<file path="config.mk">
export PLATFORM = sky130hd
export DESIGN_NAME = uart_op_sequencer
export DESIGN_NICKNAME = d
export VERILOG_FILES = /design/src/rtl/uart_op_sequencer.sv
export SDC_FILE = /design/constraint.sdc
export NUM_CORES = 1
export LEC_CHECK = 0
export CAP_MARGIN = 20
export CORE_MARGIN = 10
export CORE_UTILIZATION = 43
export DETAILED_ROUTE_END_ITERATION = 7
export PLACE_DENSITY_LB_ADDON = 0.12
export SLEW_MARGIN = 15
export SYNTH_ARGS = -nofsm -noshare
export SYNTH_HDL_FRONTEND = slang
export SYNTH_SLANG_ARGS = --single-unit
</file>
<file path="constraint.sdc">
create_clock -name clk -period 1.78 [get_ports clk]
set_input_delay 0.445 -clock clk [delete_from_list [all_inputs] [get_ports clk]]
set_output_delay 0.445 -clock clk [all_outputs]
set_load 0.005 [all_outputs]
</file>
<file path="src/rtl/uart_op_sequencer.sv">
// Sequencer between the UART receiver, the arithmetic core and the UART transmitter.
// Optional inter-byte timeout in S_WAIT_B is enabled by defining SEQ_TIMEOUT_EN.
module uart_op_sequencer #(
  parameter int DATA_W         = 8,
  parameter int TIMEOUT_CYCLES = 1_000_000,
  parameter int CNT_W          = 8
) (
  input  logic              clk,
  input  logic              reset,
  input  logic              rx_done,
  input  logic [DATA_W-1:0] rx_data,
  output logic              rx_en,
  output logic              tx_start,
  output logic [DATA_W-1:0] tx_data,
  input  logic              tx_done,
  output logic [DATA_W-1:0] op_a,
  output logic [DATA_W-1:0] op_b,
  output logic              core_start,
  input  logic              core_done,
  input  logic [DATA_W-1:0] core_result,
  output logic              busy,
  output logic              result_sent,
  output logic              err_timeout,
  output logic [CNT_W-1:0]  drop_cnt
);

  typedef enum logic [2:0] {
    S_IDLE   = 3'd0,
    S_WAIT_B = 3'd1,
    S_START  = 3'd2,
    S_CORE   = 3'd3,
    S_SEND   = 3'd4,
    S_TX     = 3'd5
  } state_t;

  state_t              r_state;
  state_t              w_state_nxt;
  logic                w_cap_a;
  logic                w_cap_b;
  logic                w_cap_res;
  logic                w_set_sent;
  logic                w_timeout;
  logic                w_expired;
  logic                w_drop;

  logic                r_rx_en;
  logic                r_tx_start;
  logic [DATA_W-1:0]   r_tx_data;
  logic [DATA_W-1:0]   r_op_a;
  logic [DATA_W-1:0]   r_op_b;
  logic                r_core_start;
  logic                r_busy;
  logic                r_result_sent;
  logic                r_err_timeout;
  logic [CNT_W-1:0]    r_drop_cnt;

`ifdef SEQ_TIMEOUT_EN
  localparam int TMO_W = $clog2(TIMEOUT_CYCLES + 1);
  localparam logic [TMO_W-1:0] TMO_LAST = TMO_W'(TIMEOUT_CYCLES - 1);

  logic [TMO_W-1:0] r_tmo_cnt;

  // Counter is held at zero outside S_WAIT_B, so it restarts on every entry.
  always_ff @(posedge clk) begin
    if (!reset) begin
      r_tmo_cnt <= '0;
    end else if (r_state != S_WAIT_B) begin
      r_tmo_cnt <= '0;
    end else begin
      r_tmo_cnt <= r_tmo_cnt + TMO_W'(1);
    end
  end

  assign w_expired = (r_tmo_cnt == TMO_LAST);
`else
  assign w_expired = 1'b0;
`endif

  // Bytes arriving after the operands are captured and before the reply is sent are discarded.
  assign w_drop = rx_done && (r_state == S_START || r_state == S_CORE ||
                              r_state == S_SEND  || r_state == S_TX);

  always_comb begin
    w_state_nxt = r_state;
    w_cap_a     = 1'b0;
    w_cap_b     = 1'b0;
    w_cap_res   = 1'b0;
    w_set_sent  = 1'b0;
    w_timeout   = 1'b0;
    case (r_state)
      S_IDLE: begin
        if (rx_done) begin
          w_cap_a     = 1'b1;
          w_state_nxt = S_WAIT_B;
        end else begin
          w_state_nxt = S_IDLE;
        end
      end
      S_WAIT_B: begin
        // A byte on the expiry cycle still counts as operand B.
        if (rx_done) begin
          w_cap_b     = 1'b1;
          w_state_nxt = S_START;
        end else if (w_expired) begin
          w_timeout   = 1'b1;
          w_state_nxt = S_IDLE;
        end else begin
          w_state_nxt = S_WAIT_B;
        end
      end
      S_START: w_state_nxt = S_CORE;
      S_CORE: begin
        if (core_done) begin
          w_cap_res   = 1'b1;
          w_state_nxt = S_SEND;
        end else begin
          w_state_nxt = S_CORE;
        end
      end
      S_SEND: w_state_nxt = S_TX;
      S_TX: begin
        if (tx_done) begin
          w_set_sent  = 1'b1;
          w_state_nxt = S_IDLE;
        end else begin
          w_state_nxt = S_TX;
        end
      end
      default: w_state_nxt = S_IDLE;
    endcase
  end

  // Pulses and busy are derived from the next state so they line up with the state they belong to.
  always_ff @(posedge clk) begin
    if (!reset) begin
      r_state       <= S_IDLE;
      r_rx_en       <= 1'b0;
      r_tx_start    <= 1'b0;
      r_tx_data     <= '0;
      r_op_a        <= '0;
      r_op_b        <= '0;
      r_core_start  <= 1'b0;
      r_busy        <= 1'b0;
      r_result_sent <= 1'b0;
      r_err_timeout <= 1'b0;
      r_drop_cnt    <= '0;
    end else begin
      r_state      <= w_state_nxt;
      r_rx_en      <= 1'b1;
      r_core_start <= (w_state_nxt == S_START);
      r_tx_start   <= (w_state_nxt == S_SEND);
      r_busy       <= (w_state_nxt != S_IDLE);
      if (w_cap_a) begin
        r_op_a <= rx_data;
      end else if (w_timeout) begin
        r_op_a <= '0;
      end
      if (w_cap_b) begin
        r_op_b <= rx_data;
      end
      if (w_cap_res) begin
        r_tx_data <= core_result;
      end
      if (w_set_sent) begin
        r_result_sent <= 1'b1;
      end
      if (w_timeout) begin
        r_err_timeout <= 1'b1;
      end
      if (w_drop && (r_drop_cnt != {CNT_W{1'b1}})) begin
        r_drop_cnt <= r_drop_cnt + CNT_W'(1);
      end
    end
  end

  assign rx_en       = r_rx_en;
  assign tx_start    = r_tx_start;
  assign tx_data     = r_tx_data;
  assign op_a        = r_op_a;
  assign op_b        = r_op_b;
  assign core_start  = r_core_start;
  assign busy        = r_busy;
  assign result_sent = r_result_sent;
  assign err_timeout = r_err_timeout;
  assign drop_cnt    = r_drop_cnt;

endmodule

</file>
Word-level counts from Yosys, hierarchy flattened:

Index checks and enable logic that the tools add are counted.

* bits in registers: 40

* $add $sub $neg: 1
* equality and inequality tests: 8
* mux-type cells: 14
* reduce and logical (&&, ||, !) cells: 7

Operators by type and width (number)
* one-hot mux 3 bit (6 select lines): 1
* equality test 3 x 2 -> 1 bit (second input constant): 3
* equality test 3 bit (second input constant): 3
* 2-to-1 mux 1 bit: 9
* adder 8 x 1 -> 8 bit (second input constant): 1
* 2-to-1 mux 8 bit: 1
* != test 8 bit (second input constant): 1
* 2-to-1 mux 3 bit: 2
* equality test 3 x 1 -> 1 bit (second input constant): 1
* logical NOT 3 bit: 1
* logical OR 1 bit: 3
* nonzero test 3 bit: 1
* logical AND 1 bit: 2
* 2-to-1 mux 2 bit: 1

Depth between registers and ports, before layout:

* word-level depth: 6
* gate-level depth with buffers: 6

Worst setup path before layout:

Ideal clock, no wire load.

* path type: reg-to-reg
* start point: register r_drop_cnt[0] (netlist: drop_cnt[0])
* end point: register r_drop_cnt[4] (netlist: drop_cnt[4])
* setup time: 70 ps
* data arrival time: 1362 ps
* path slack: 348 ps
* stages on the path, launching flop included: 7
* clock period less this slack: 1432 ps
* path through: dfxtp_1 -> ha_1 -> nand3_1 -> o211ai_1 -> buf_2 -> or3_1 -> a21oi_1

* longest elaborated chain between the ends: 2
* elaborated cells on any way between the ends: 3

RTL lines
* start, declared: line 55 `logic [CNT_W-1:0] r_drop_cnt;`
* start signal, assigned: line 171 `r_drop_cnt <= r_drop_cnt + CNT_W'(1);`
* branches (longest 2 deep; another with adder 8 x 1 -> 8 bit)

Parallel ways; which one is timed is not known.
A chain may end at the register's enable or synchronous reset.

Final worst setup path:

* start point: register r_drop_cnt[3] (netlist: drop_cnt[3])
* end point: output drop_cnt[3]

RTL lines
* end, declared: line 24 `output logic [CNT_W-1:0] drop_cnt`

No word-level cell between the ends.

==> impl_metrics.csv <==
group,metric,value,unit
status,status,"complete, no violations",
worst_setup_path,crit_arrival,1.26,ns
clocking,cts_root_buf,"clkbuf_4",
sta,finalMaxSlewViolations,0,
final_layout,layout-area-overhead-vs-synth,46.87,%
floorplanning,die_x,79.44,um
logic_synthesis,synth_top_cell_by_area,"dfxtp_1",
final_layout,utilization,0.6633,
sta,hold_slack,0.4610,ns
run,max_cap_violations,0,
floorplanning,dieArea,0.006310,sq mm
logic_synthesis,synth_warnings,0,
grt,gr-usage-all-layers,0.1266,
sta,setup_violations,0,
final_layout,ff_latch_area,809.5,sq um
clocking,clk_pin_slew_worst_paths,0.11,ns
sta,hold_viol_final,0,
final_layout,n_antenna_cell,0,
logic_synthesis,ys_ff_latch,40,
floorplanning,fp-row-count,21,
power,leakagePower,0.7901,nW
final_layout,final_area,0.002231,sq mm
placement,io_buffers,57,
grt,grt_pass1_wl,6.555,mm
sta,min_period,1.706,ns
routing,vias,1452,
grt,antenna_found_initial,0,
worst_setup_path,worstPathRequired,1.33,ns
logic_synthesis,synth-edff-count,0,
clocking,insertion_delay,0.34,ns
worst_setup_path,cp-end-kind,"output pin",
worst_setup_path,cp_num_cells,1,
clocking,cts_num_sinks,40,
routing,first_iter_violations,52,
routing,wl_per_cell,13.64,um
worst_setup_path,critPathBufInv,1,
worst_setup_path,r2r-start,"drop_cnt[0]$_SDFFE_PN0P_",
final_layout,drive_above_1_share,0.1053,
logic_synthesis,netlist_top_cells_count,"52 x nand2_1, 40 x dfxtp_1, 31 x a21oi_1",
worst_setup_path,cp_slowest_cell,"clkdlybuf4s50_1",
placement,place_congestion,0.7362,
routing,drt_wl_total,3.996,mm
final_layout,final_net_count,268,
logic_synthesis,yosysSeqAreaShare,0.5272,
floorplanning,start_util,0.4516,
clocking,clockBufferDepth,2,
worst_setup_path,reg2reg_depth,6,
clocking,cts_tree,"yes",
logic_synthesis,synthFlopType,"dfxtp_1",
sta,fin_crit_sh,0.9586,
sta,fin_skew,0.006549,ns
hold_path,holdPathStages,2,
worst_setup_path,path_max_fanout,7,
hold_path,hold_end,"op_a[1]$_SDFFE_PN0P_",
logic_synthesis,syn_inst,184,
worst_setup_path,reg2reg_slack,0.15,ns
grt,first_global_vias,1433,
final_layout,fillerInstances,302,
placement,placed_area,0.002156,sq mm
worst_setup_path,slowest_delay,0.52,ns
hold_path,hold_start,"op_a[1]$_SDFFE_PN0P_",
sta,max_freq,0.5861,GHz
logic_synthesis,yosysMostFrequentCell,"nand2_1",
logic_synthesis,synth_top_area_share,0.5272,
routing,viasPerCell,4.956,
power,p_per_area,763.7,mW/mm^2
logic_synthesis,synth.avg_cell_area,8.255,sq um
routing,ant_nets,0,
logic_synthesis,syn-cell-area,0.001519,sq mm
worst_setup_path,critPathKind,"flip-flop to output pin",
routing,dr.pass1.iters,4,
hold_path,hold_class,"flip-flop to flip-flop",
logic_synthesis,synth-async-reset-ratio,0,
placement,dp_hpwl,3.109,mm
logic_synthesis,synth.net_count,206,
worst_setup_path,cp_top_family,"buffers and inverters",
grt,grt_max_degree,16,
routing,drc,0,
clocking,htreeDepth,2,
floorplanning,die_height,79.44,um
worst_setup_path,crit_path_start_kind,"flip-flop",
worst_setup_path,cp_cell_sequence,"clkdlybuf4s50_1",
final_layout,multiInputGateArea,651.9,sq um
floorplanning,boundaryPins,59,
grt,grt.overflow.total,0,
floorplanning,coreArea,0.003363,sq mm
clocking,cts_buffers,5,
sta,rsz0062_at_grt,"false",
power,vdd_ir_drop_max,0.6779,mV
sta,finalSetupTns,0,ns
worst_setup_path,worstReg2RegEnd,"drop_cnt[4]$_SDFFE_PN0P_",
logic_synthesis,synth_area_leaders,"dfxtp_1 53%, nand2_1 13%, a21oi_1 10%",
logic_synthesis,synthDistinctLibCells,32,
clocking,cts_hold_buf,0,
==> stage by stage <==
| stage | power, mW | setup WS (ns) | cells |
|---|---|---|---|
| 6_report | 1.704 | 0.07374 | 293 |
| 5_1_grt | 1.788 | 0.002577 | 293 |
| 4_1_cts | 1.716 | 0.001360 | 292 |
| 3_5_place_dp | 1.254 | -0.1203 | 284 |
| 3_3_place_gp | 1.247 | -0.04841 | 284 |
| 2_1_floorplan | 1.102 | 0.3481 | 184 |
==> worst reg2reg max path: cells and delay by family, from the launching register on <==
| family | cells | cell delay, ns |
|---|---|---|
| compound gates | 2 | 0.34 |
| simple gates | 2 | 0.43 |
| flops | 1 | 0.35 |
| buf+inv | 1 | 0.20 |
| fa+ha+maj | 1 | 0.23 |
==> report_power, final <==
| part | leakage [nW] | internal (mW) | switching, mW |
|---|---|---|---|
| logic | 0.429 | 0.151 | 0.115 |
| clock network | 0.0326 | 0.195 | 0.275 |
| registers | 0.329 | 0.937 | 0.0307 |
| total | 0.790 | 1.28 | 0.421 |
==> sequential cells by signal, summed over array words and instances, names as in the netlist <==
register     cells
drop_cnt         8
r_state          3
rx_en            1
op_a             8
tx_data          8
result_sent      1
op_b             8
core_start       1
tx_start         1
busy             1
==> layout by cell type (no fill, tap or decap), drive strengths merged, types with 2 or more instances in the layout <==
cell / synthesis / layout
o21ai: 3 / 3
xor2: 3 / 3
dfxtp: 40 / 40
or4: 2 / 2
buf: 4 / 9
o31ai: 2 / 2
a21oi: 31 / 31
nand4: 2 / 2
nor2: 7 / 7
and2: 2 / 2
clkdlybuf4s50: 0 / 57
inv: 4 / 4
nor3: 3 / 3
clkbuf: 7 / 8
nand2: 52 / 52
or2: 2 / 2
nand3: 4 / 4
or3: 3 / 3
a211oi: 2 / 2
==> cell type report <==
| cell class | instances | area share |
|---|---|---|
| sequential | 40 | 0.3629 |
| multi-input combinational | 129 | 0.2922 |
| timing repair buffer | 66 | 0.2860 |
| clock buffer | 8 | 0.02636 |
| tap | 46 | 0.02580 |
| inverter | 4 | 0.006730 |
==> worst max path at each step <==
stage	from	to	slack, ns
5_1_grt	drop_cnt[3]$_SDFFE_PN0P_	drop_cnt[3]	0.003
6_report	drop_cnt[3]$_SDFFE_PN0P_	drop_cnt[3]	0.07
3_3_place_gp	rx_done	drop_cnt[5]$_SDFFE_PN0P_	-0.05
3_5_place_dp	rx_done	drop_cnt[7]$_SDFFE_PN0P_	-0.12
2_1_floorplan	drop_cnt[0]$_SDFFE_PN0P_	drop_cnt[4]$_SDFFE_PN0P_	0.35
4_1_cts	drop_cnt[2]$_SDFFE_PN0P_	drop_cnt[2]	0.001
==> kinds of logic (layout without fill, tap and decap cells) <==
group | after synthesis | in the layout | share of synthesized area
AO/OA/AOI/OAI | 42 | 42 | 0.1549
XOR/XNOR | 3 | 3 | 0.02225
adder cells (fa/ha/maj) | 1 | 1 | 0.008236
buffers and inverters | 15 | 78 | 0.04365
flip-flops | 40 | 40 | 0.5272
multiplexers | 1 | 1 | 0.006590
other | 1 | 1 | 0.002469
AND/OR/NAND/NOR | 81 | 81 | 0.2348
==> per-layer routing <==
| metal | up-vias | share of wire | GRT usage |
|---|---|---|---|
| li1 | 743 | - | - |
| met1 | 661 | 0.42 | 0.1416 |
| met2 | 43 | 0.50 | 0.2104 |
| met3 | 5 | 0.068 | 0.05068 |
| met4 | 0 | 0.011 | 0.04839 |
| met5 | - | 0 | 0 |
==> what timing repair did <==
item,CTS,global route
setup endpoints to repair,1,10
setup buffers,0,1
resized for setup,1,6
pin swaps,0,1
(Power assumes the default switching activity.)
==> edit 1: new RTL, same flow settings <==
`DATA_W`: 8 -> 10.
--- a/src/rtl/uart_op_sequencer.sv
+++ b/src/rtl/uart_op_sequencer.sv
@@ -2,5 +2,5 @@
 // Optional inter-byte timeout in S_WAIT_B is enabled by defining SEQ_TIMEOUT_EN.
 module uart_op_sequencer #(
-  parameter int DATA_W         = 8,
+  parameter int DATA_W         = 10,
   parameter int TIMEOUT_CYCLES = 1_000_000,
   parameter int CNT_W          = 8
Interface: changed (5 resized); port bits go from 59 to 69. No check against the original RTL was run, so the function may have changed too.
==> edit 1 against the original RTL <==
- worst setup slack better by 0.023 ns
- via count up 11%
- clock power up 34%
- sequential cell count up 6
- cell area up 17%
- sequential share of layout area down 0.97 points
- clock skew about the same
- area after synthesis up 15%
- hold slack worse by 0.0048 ns
- wire length up 12%
- global-route usage down 0.14 points
- maximum frequency up 1.4%
- total power up 22%
- critical endpoint unchanged
==> edit 1: results (changes against the original RTL) <==
Largest net degree at the start of global routing -> 28 (was 16)
Worst R2R Setup Slack -> 0.20 ns (was 0.15 ns)
Port Buffers -> 67 (was 57)
Mux cell area share after synthesis -> 0.574% (was 0.659%)
Logic pwr share -> 16.3% (was 15.6%)
Root Buffer -> clkbuf_8 (was clkbuf_4)
Routed Wire Length -> 4480 um (was 4000 um)
Met1 usage in global routing -> 13.1% (was 14.2%)
Status -> finished clean (unchanged)
Psw -> 531 uW (was 421 uW)
DPL Wire Length -> 3420 um (was 3110 um)
Seq pwr share -> 53.5% (was 56.8%)
Compound-Gate Fraction of Synth Area -> 15.8% (was 15.5%)
Worst Hold End -> tx_data[4]$_SDFFE_PN0P_ (was op_a[1]$_SDFFE_PN0P_)
HP Start -> tx_data[4]$_SDFFE_PN0P_ (was op_a[1]$_SDFFE_PN0P_)
First-pass GRT wire length -> 7420 um (was 6560 um)
DP Cell Count -> 328 (was 284)
Met2 Usage GRT -> 20.7% (was 21.0%)
Via/cell ratio -> 4.81 (was 4.96)
Worst R2R End -> drop_cnt[1]$_SDFFE_PN0P_ (was drop_cnt[4]$_SDFFE_PN0P_)
Met3 GRT Util -> 7.03% (was 5.07%)
DR iter-0 viols -> 80 (was 52)
Maximum VDD drop -> 0.503 mV (was 0.678 mV)
Worst EP arrival -> 1.24 ns (was 1.26 ns)
Register clock-pin slew on the reported worst setup and hold paths -> 0.09 ns (was 0.11 ns)
Clk_lat worst skew -> 0.29 ns (was 0.34 ns)
[edit 1: changes by cell type in the layout (fill, tap and decap cells not counted), sizes merged, moves of 2 or more]
cell	change
a21oi	+6
buf	+5
clkbuf	-3
clkdlybuf4s50	+10
clkinv	+2
dfxtp	+6
nand2	+12
[edit 1: per-layer routing]
metal | up-vias | routed length [um]
li1 | 845 | -
met1 | 721 | 1850
met2 | 45 | 2110
met3 | 6 | 476
met4 | 0 | 48
met5 | - | 0
[edit 1: final cells by class]
class	count	area, sq um
clock buffers	5	68.8
repair buffers	81	776
flip-flops and latches	46	922
well taps	50	62.6
fillers	369	1360
clock inverters	3	21.3
multi-input cells	147	746
inverters	4	15.0
[edit 1: per-stage QoR]
stage	setup slack, ns	utilization [%]	hold slack, ns	instance area (sq um)
global route	0.0429	65.8	0.477	2610
floorplan	0.369	-	0.453	1740
detailed placement	-0.109	63.5	0.447	2520
CTS	0.0513	65.7	0.459	2610
finish	0.0970	65.8	0.456	2610
global placement	-0.0798	63.5	0.441	2520
==> edit 2: new RTL, config.mk and constraints unchanged <==
Made on the original files. Re-encode `state_t` (6 states) as one-hot, 6 bits wide.
--- a/src/rtl/uart_op_sequencer.sv
+++ b/src/rtl/uart_op_sequencer.sv
@@ -25,11 +25,11 @@
 );
 
-  typedef enum logic [2:0] {
-    S_IDLE   = 3'd0,
-    S_WAIT_B = 3'd1,
-    S_START  = 3'd2,
-    S_CORE   = 3'd3,
-    S_SEND   = 3'd4,
-    S_TX     = 3'd5
+  typedef enum logic [5:0] {
+    S_IDLE   = 6'b000001,
+    S_WAIT_B = 6'b000010,
+    S_START  = 6'b000100,
+    S_CORE   = 6'b001000,
+    S_SEND   = 6'b010000,
+    S_TX     = 6'b100000
   } state_t;
 
Check against the original RTL: same outputs for any inputs over 10 cycles, from zero or initial values and one cycle with reset low; not proved beyond that.
==> edit 2 against the original RTL <==
- cell area increased by 14%
- count of clock-buffer cells in the layout is the same
- wire length is 13% higher
- utilization shrank 2.5 points
- largest cell class unchanged
- combinational power fell by 16%
- sequential cell count rose by 3
- maximum frequency hardly changed
- total power is 11% higher
- non-clock buffer count is the same
- worst setup slack worse by 0.0013 ns
- area after synthesis rose by 15%
- die area grew 11%
- via count increased by 4.8%
- synthesized cell count shrank 3.8%
==> edit 2: results (changes against the original RTL) <==
Status -> finished clean (unchanged)
Library cells used by synthesis -> 39 (was 32)
Largest net degree at the start of global routing -> 37 (was 16)
R2R cell count -> 5 (was 6)
WL/cell -> 15.5 um (was 13.6 um)
Worst R2R Setup Slack -> 0.10 ns (was 0.15 ns)
FF+latch count -> 43 (was 40)
Net count after synthesis -> 199 (was 206)
Mapped Cells -> 177 (was 184)
DPL Wire Length -> 3360 um (was 3110 um)
Multi-Input Combinational -> 121 (was 129)
Clk_lat worst skew -> 0.29 ns (was 0.34 ns)
Ratio of cells with drive above 1 in the final layout -> 12.9% (was 10.5%)
Power density cells -> 748 nW/um^2 (was 764 nW/um^2)
Maximum VDD drop -> 0.675 mV (was 0.678 mV)
Cell Area, Placed -> 2420 sq um (was 2160 sq um)
Worst R2R End -> drop_cnt[5]$_SDFFE_PN0P_ (was drop_cnt[4]$_SDFFE_PN0P_)
Crit path to -> drop_cnt[4] (was drop_cnt[3])
DP Cell Count -> 283 (was 284)
Inverters -> 3 (was 4)
Synth cell count leaders -> dfxtp_1, nor2_1, mux2i_1, a21oi_1 (was nand2_1, dfxtp_1, a21oi_1, clkbuf_1, nor2_1)
Crit path from -> drop_cnt[4]$_SDFFE_PN0P_ (was drop_cnt[3]$_SDFFE_PN0P_)
Top post-synthesis cells by area -> dfxtp_1, mux2i_1, nor2_1 (was dfxtp_1, nand2_1, a21oi_1)
Post-Synth Adder-Cell Area -> 0.717% (was 0.824%)
Clock skew -> 0.00723 ns (was 0.00655 ns)
Slowest stage delay, CP -> 0.54 ns (was 0.52 ns)
Reg-to-Reg Start -> r_state[3]$_SDFF_PN0_ (was drop_cnt[0]$_SDFFE_PN0P_)
Register area share after synthesis -> 49.4% (was 52.7%)
# fillers -> 332 (was 302)
Total track usage -> 13.0% (was 12.7%)
Worst hold margin -> 0.460 ns (was 0.461 ns)
Cts repair resizes -> 0 (was 1)
HP Start -> result_sent$_SDFFE_PN0P_ (was op_a[1]$_SDFFE_PN0P_)
Final worst setup slack -> 0.0724 ns (was 0.0737 ns)
Number of non-clock buffers -> 66 (unchanged)
Synth Area in XOR/XNOR -> 0.502% (was 2.22%)
Initial antenna violation count -> 0 (unchanged)
Register clock-pin slew on the reported worst setup and hold paths -> 0.08 ns (was 0.11 ns)
Vias in the first global route -> 1614 (was 1433)
Non-clock buffering overhead -> 26.1% (was 28.6%)
Register area -> 868 sq um (was 810 sq um)
Pre-CTS setup slack -> -0.0822 ns (was -0.120 ns)
Worst Hold End -> result_sent$_SDFFE_PN0P_ (was op_a[1]$_SDFFE_PN0P_)
Leakage -> 0.00105 uW (was 0.000790 uW)
Compound-Gate Fraction of Synth Area -> 10.8% (was 15.5%)
First-pass GRT wire length -> 7670 um (was 6560 um)
Routed Wire Length -> 4520 um (was 4000 um)
Area of the multi-input gates -> 831 sq um (was 652 sq um)
DR iter-0 viols -> 102 (was 52)
Gpl congestion -> 0.826 (was 0.736)
Via/cell ratio -> 5.23 (was 4.96)
Crit Path Max Fanout -> 6 (was 7)
Root Buffer -> clkbuf_8 (was clkbuf_4)
Core area -> 3970 sq um (was 3360 sq um)
edit 2: cell count changes in the layout (fill, tap and decap cells not counted), moves of 3 or more:
cell      change
a21oi_1      -21
nand4b_1      +3
nor2_1       +25
dfxtp_1       +4
nand2_1      -49
clkbuf_4      -5
mux2i_1      +23
clkbuf_8      +6
edit 2: routing by layer:
metal,global-route usage (%),routed length [um],up-vias
met2,21.7,2220,44
met4,4.41,36,0
met3,6.84,424,4
met5,0,0,-
li1,-,-,755
met1,13.7,1840,719
edit 2: cell families (layout without fill, tap and decap cells):
kind of cell	Yosys count	after routing
multiplexers	24	24
XOR/XNOR	1	1
buffers and inverters	13	77
adder cells (fa/ha/maj)	1	1
AO/OA/AOI/OAI	26	26
AND/OR/NAND/NOR	68	68
other	1	1
flip-flops	43	43
edit 2: power by group:
part / switching, uW / leakage, uW / internal, uW
logic: 89.2 / 0.000648 / 134
registers: 17.2 / 0.000352 / 988
clock network: 314 / 0.0000515 / 354
total: 421 / 0.00105 / 1480
